File: config.mk
export PLATFORM = sky130hd
export DESIGN_NAME = cache_control
export DESIGN_NICKNAME = d
export VERILOG_FILES = /design/src/rtl/lc3b_types.sv /design/src/rtl/cache_control_sat_counter.sv /design/src/rtl/cache_control.sv
export SDC_FILE = /design/constraint.sdc
export NUM_CORES = 1
export LEC_CHECK = 0
export CORE_MARGIN = 4
export CORE_UTILIZATION = 24
export CTS_CLUSTER_DIAMETER = 30
export DETAILED_ROUTE_END_ITERATION = 6
export PLACE_DENSITY = 0.77
export SYNTH_ARGS = -nofsm -noshare
export SYNTH_HDL_FRONTEND = slang
export SYNTH_SLANG_ARGS = --single-unit
File: constraint.sdc
create_clock -name clk -period 1.6 [get_ports clk]
set_input_delay 0.32 -clock clk [delete_from_list [all_inputs] [get_ports clk]]
set_output_delay 0.32 -clock clk [all_outputs]
set_load 0.005 [all_outputs]
File: src/rtl/lc3b_types.sv
// Shared types for the L1 cache controller: FSM state encoding and mux selects.
package lc3b_types;

  typedef enum logic [1:0] {
    IDLE      = 2'd0,
    WRITEBACK = 2'd1,
    ALLOCATE  = 2'd2
  } lc3b_cache_state;

  // Datapath data-in mux select
  localparam logic SEL_PMEM_DATA = 1'b0;
  localparam logic SEL_CPU_DATA  = 1'b1;

  // Physical memory address mux select
  localparam logic SEL_CPU_ADDR  = 1'b0;
  localparam logic SEL_WB_ADDR   = 1'b1;

endpackage

File: src/rtl/cache_control_sat_counter.sv
// Saturating up-counter used for the optional performance counters.
module sat_counter #(
  parameter int width = 16
) (
  input  logic             clk,
  input  logic             reset,
  input  logic             inc,
  output logic [width-1:0] count
);

  logic [width-1:0] count_q, count_d;

  // Next count: step by one unless already at the all-ones ceiling
  always_comb begin
    count_d = count_q;
    if (inc && (count_q != {width{1'b1}}))
      count_d = count_q + 1'b1;
  end

  // Count register, cleared asynchronously
  always_ff @(posedge clk or posedge reset) begin
    if (reset) count_q <= '0;
    else       count_q <= count_d;
  end

  assign count = count_q;

endmodule

File: src/rtl/cache_control.sv
// Control FSM for the 2-way set-associative, write-back, write-allocate L1.
// Optional performance counters are built only when CACHE_CTRL_PERF_EN is defined.
module cache_control
  import lc3b_types::*;
#(
  parameter int PERF_WIDTH = 16
) (
  input  logic                  clk,
  input  logic                  reset,
  input  logic                  mem_read,
  input  logic                  mem_write,
  input  logic [1:0]            mem_byte_enable,
  output logic                  mem_resp,
  output logic                  pmem_read,
  output logic                  pmem_write,
  input  logic                  pmem_resp,
  input  logic                  hit,
  input  logic                  way_select,
  input  logic                  lru_out,
  input  logic                  dirty1_out,
  input  logic                  dirty2_out,
  output logic                  eviction,
  output logic                  load_tag1,
  output logic                  load_tag2,
  output logic                  load_valid1,
  output logic                  load_valid2,
  output logic                  load_data1,
  output logic                  load_data2,
  output logic                  load_dirty1,
  output logic                  load_dirty2,
  output logic                  load_lru,
  output logic                  valid1_in,
  output logic                  valid2_in,
  output logic                  dirty1_in,
  output logic                  dirty2_in,
  output logic                  lru_in,
  output logic                  datain_sel,
  output logic                  pmem_addr_sel,
  output logic [PERF_WIDTH-1:0] hit_count,
  output logic [PERF_WIDTH-1:0] miss_count,
  output logic [PERF_WIDTH-1:0] wb_count
);

  lc3b_cache_state state_q, state_d;
  logic req, wr, victim_dirty;

  // Byte lanes are merged in the datapath; the controller does not need them
  logic unused_be;
  assign unused_be = ^mem_byte_enable;

  // A write wins over a simultaneous read; nothing is accepted while in reset
  assign req          = (mem_read | mem_write) & ~reset;
  assign wr           = mem_write;
  assign victim_dirty = lru_out ? dirty2_out : dirty1_out;

  // State register
  always_ff @(posedge clk or posedge reset) begin
    if (reset) state_q <= IDLE;
    else       state_q <= state_d;
  end

  // Next state and all array/memory strobes
  always_comb begin
    state_d       = state_q;
    mem_resp      = 1'b0;
    pmem_read     = 1'b0;
    pmem_write    = 1'b0;
    eviction      = 1'b0;
    load_tag1     = 1'b0;
    load_tag2     = 1'b0;
    load_valid1   = 1'b0;
    load_valid2   = 1'b0;
    load_data1    = 1'b0;
    load_data2    = 1'b0;
    load_dirty1   = 1'b0;
    load_dirty2   = 1'b0;
    load_lru      = 1'b0;
    valid1_in     = 1'b0;
    valid2_in     = 1'b0;
    dirty1_in     = 1'b0;
    dirty2_in     = 1'b0;
    lru_in        = 1'b0;
    datain_sel    = SEL_PMEM_DATA;
    pmem_addr_sel = SEL_CPU_ADDR;
    unique case (state_q)
      IDLE: begin
        if (req && hit) begin
          mem_resp = 1'b1;
          load_lru = 1'b1;
          lru_in   = ~way_select;
          if (wr) begin
            datain_sel = SEL_CPU_DATA;
            if (way_select) begin
              load_data2  = 1'b1;
              load_dirty2 = 1'b1;
              dirty2_in   = 1'b1;
            end else begin
              load_data1  = 1'b1;
              load_dirty1 = 1'b1;
              dirty1_in   = 1'b1;
            end
          end
        end else if (req) begin
          eviction = 1'b1;
          state_d  = victim_dirty ? WRITEBACK : ALLOCATE;
        end
      end
      WRITEBACK: begin
        eviction      = 1'b1;
        pmem_addr_sel = SEL_WB_ADDR;
        pmem_write    = 1'b1;
        if (pmem_resp) state_d = ALLOCATE;
      end
      ALLOCATE: begin
        eviction  = 1'b1;
        pmem_read = 1'b1;
        if (pmem_resp) begin
          // Fill the victim (LRU) way with a clean, valid line
          if (lru_out) begin
            load_data2  = 1'b1;
            load_tag2   = 1'b1;
            load_valid2 = 1'b1;
            valid2_in   = 1'b1;
            load_dirty2 = 1'b1;
          end else begin
            load_data1  = 1'b1;
            load_tag1   = 1'b1;
            load_valid1 = 1'b1;
            valid1_in   = 1'b1;
            load_dirty1 = 1'b1;
          end
          state_d = IDLE;
        end
      end
      default: state_d = IDLE;
    endcase
  end

`ifdef CACHE_CTRL_PERF_EN
  logic miss_inc, wb_inc;
  assign miss_inc = (state_q == IDLE) && (state_d != IDLE);
  assign wb_inc   = (state_q == WRITEBACK) && pmem_resp;

  sat_counter #(.width(PERF_WIDTH)) u_hit_cnt (
    .clk(clk), .reset(reset), .inc(mem_resp), .count(hit_count));
  sat_counter #(.width(PERF_WIDTH)) u_miss_cnt (
    .clk(clk), .reset(reset), .inc(miss_inc), .count(miss_count));
  sat_counter #(.width(PERF_WIDTH)) u_wb_cnt (
    .clk(clk), .reset(reset), .inc(wb_inc), .count(wb_count));
`else
  assign hit_count  = '0;
  assign miss_count = '0;
  assign wb_count   = '0;
`endif

endmodule

==> impl_metrics.env, run 1 <==
export IMPL_status="finished with violations"
export IMPL_violations="negative setup slack"
export IMPL_die_x_um=61.6
export IMPL_n_antenna_cell=0
export IMPL_cp_required_ps=1280
export IMPL_syn_to_final_growth_pct=43.3
export IMPL_top_regs="state_q (2)"
export IMPL_avgViaCountPerCell=3.42
export IMPL_ys_seq_area_share_pct=7.25
export IMPL_hold_violations=0
export IMPL_worstPathCellList="inv_2, ha_4, nor2b_4, nand3_2, inv_2, and2_4, or2_1, buf_2"
export IMPL_critPathMostFrequentCell="inv_2"
export IMPL_peakVddDrop_uv=422
export IMPL_synth_top_family_by_area="buffers and inverters"
export IMPL_critical_path_max_stage_delay_ps=340
export IMPL_synth_compound_area_share_pct=4.71
export IMPL_yosys_area_share_adder_pct=7.25
export IMPL_cp_data_arrival_time_ps=1480
export IMPL_wl_per_cell_um=9.31
export IMPL_top_register="state_q"
export IMPL_largest_register_ffs=2
export IMPL_slowest_stage="dfrtp_1"
export IMPL_initial_utilization_pct=25.0
export IMPL_num_nets_final=153
export IMPL_synthSimpleGateAreaFrac_pct=13.6
export IMPL_clk_insertion_delay_late_ps=220
export IMPL_vias=567
export IMPL_post_place_ws_ps=-703
export IMPL_dp_hpwl_mm=1.20
export IMPL_gp_congestion=0.629
export IMPL_synth_cell_types=21
export IMPL_antenna_found_initial=0
export IMPL_ctsHoldBuffers=0
export IMPL_initialDrtViolationCount=8
export IMPL_cts_tree="done"
export IMPL_crit_path_end_kind="output pin"
export IMPL_syn_area_um2=691
export IMPL_row_count=19
export IMPL_path_clk_slew_ps=30
export IMPL_gr_total_overflow=0
export IMPL_die_area_mm2=0.00380
export IMPL_avgSynthCellArea_um2=7.51
export IMPL_htreeDepth=1
export IMPL_most_common_layout_cells="conb_1 (48), buf_4 (20), dlygate4sd2_1 (7), buf_2 (7), clkdlybuf4s15_2 (6)"
export IMPL_core_area_mm2=0.00276
export IMPL_synth_edf_count=0
export IMPL_track_usage_pct=7.14
export IMPL_pin_count=80
export IMPL_drt_first_pass_iters=2
export IMPL_power_static_leakage_nw=0.581
export IMPL_wl_mm=1.55
export IMPL_design_power_total_mw=0.882
export IMPL_fin_crit_ps=1800
export IMPL_finalSetupViolations=17
export IMPL_synth_xor_area_share_pct=0
export IMPL_rsz0062_at_grt="yes"
export IMPL_die_h_um=61.6
export IMPL_whs_ps=306
export IMPL_cts_root_buf="clkbuf_4"
export IMPL_fin_skew_ps=3.66
export IMPL_final_common_cell="conb_1"
export IMPL_maxCapViolations=0
export IMPL_ys_warn_count=0
export IMPL_clock_sinks=2
export IMPL_postRouteAntennaNets=0
export IMPL_layout_cells_non_filler=166
export IMPL_cts_path_max_buffers=2
export IMPL_io_buffer_count=29
export IMPL_worstHoldPathType="input port to async pin"
export IMPL_path_max_fanout=3
export IMPL_power_density_mw_per_mm2=891
export IMPL_cp_start_kind="flop"
export IMPL_worst_slack_ps=-202
export IMPL_period_share_pct=113
export IMPL_ys_flop_type="dfrtp_1"
export IMPL_async_reset_ff_share_pct=100
export IMPL_critPathKind="flop to output pin"
export IMPL_synth_area_mux_share_pct=3.08
export IMPL_ys_ff_latch=2
export IMPL_grt_first_pass_wirelength_mm=1.87
export IMPL_dpl_cell_count=157
export IMPL_slew_violations=0
export IMPL_drive_gt1_share_pct=43.0
export IMPL_synthCells=92
export IMPL_cts_buffers=3
export IMPL_grt_pass1_vias=452
export IMPL_route_detailed_drc=0
export IMPL_timing_fmax_mhz=555
export IMPL_grt_max_degree=5
-- cells by family (layout without fill, tap and decap cells) --
family	Yosys count	after routing
AND/OR/NAND/NOR	18	18
buffers and inverters	61	57
flip-flops	2	2
multiplexers	2	2
AO/OA/AOI/OAI	4	4
adder cells (fa/ha/maj)	4	4
other	1	48
-- final timing paths --
check                            from         end  slack, ps  cells after the start
max                        state_q[1]  load_data2       -200                      8
min                             reset  state_q[1]        310                      3
max reg2reg                state_q[0]  state_q[0]        110                      7
min reg2reg                state_q[0]  state_q[0]        650                      2
max in group asynchronous       reset  state_q[0]       1180                      3
min in group clk           state_q[0]  state_q[0]        650                      2
-- power breakdown --
part	internal, mW	leakage, nW	switching [mW]
registers	0.0711	0.0260	0.0126
logic	0.371	0.541	0.316
clock network	0.0828	0.0138	0.0285
-- metal layers --
metal  vias up  share of wire, %  GRT usage, %
li1        273                 -             -
met1       247                24          5.20
met2        47                56          14.3
met3         0                20          3.77
met4         0                 0          3.64
met5         -                 0             0
-- synth_stat cells, types with 2 or more instances --
cell type | count | area (um2)
buf_4 | 56 | 420
ha_1 | 4 | 50.1
nor2_1 | 8 | 30.0
nand2_1 | 2 | 7.51
dfrtp_1 | 2 | 50.1
nor3_1 | 2 | 10.0
inv_1 | 4 | 15.0
-- metrics by stage --
| step | cell area [um2] | util (%) | setup TNS, ps |
|---|---|---|---|
| final | 990 | 35.9 | -1810 |
| after global routing | 990 | 35.9 | -3370 |
| after CTS | 971 | 35.2 | -2250 |
| after detailed placement | 888 | 32.2 | -7460 |
| after global placement | 888 | 32.2 | -7110 |
| after floorplan | 875 | - | -54.6 |
-- cell type report --
class | count | area [um2]
clock buffers | 3 | 22.5
fillers | 287 | 1770
inverters | 5 | 18.8
multi-input cells | 76 | 462
flip-flops and latches | 2 | 50.0
well taps | 31 | 38.8
repair buffers | 49 | 398
-- critical path: cells and delay by family (launching register included) --
family                     cells  cell delay, ps
and+or+nand+nor                4             520
buffers and inverters          3             230
adders and majority gates      1             150
DFF                            1             340
-- timing repair --
| action | 4_1_cts | 5_1_grt |
|---|---|---|
| setup endpoints to repair | 20 | 18 |
| cloned | 0 | 0 |
| buffers inserted | 5 | 2 |
| pin swaps | 8 | 5 |
| gates resized for setup | 76 | 6 |
No activity file was read; power rests on OpenSTA's default activity.
==> inputs of run 2 (changes only) <==
- MAX_ROUTING_LAYER: not set -> met4
==> results of run 2 <==
The final DEF is identical to that of run 1; final timing and power are the same.
Main changes from that run: final weighted congestion in routability-driven placement 0.629 -> 0.634; overall routing resource usage 7.14% -> 7.36%
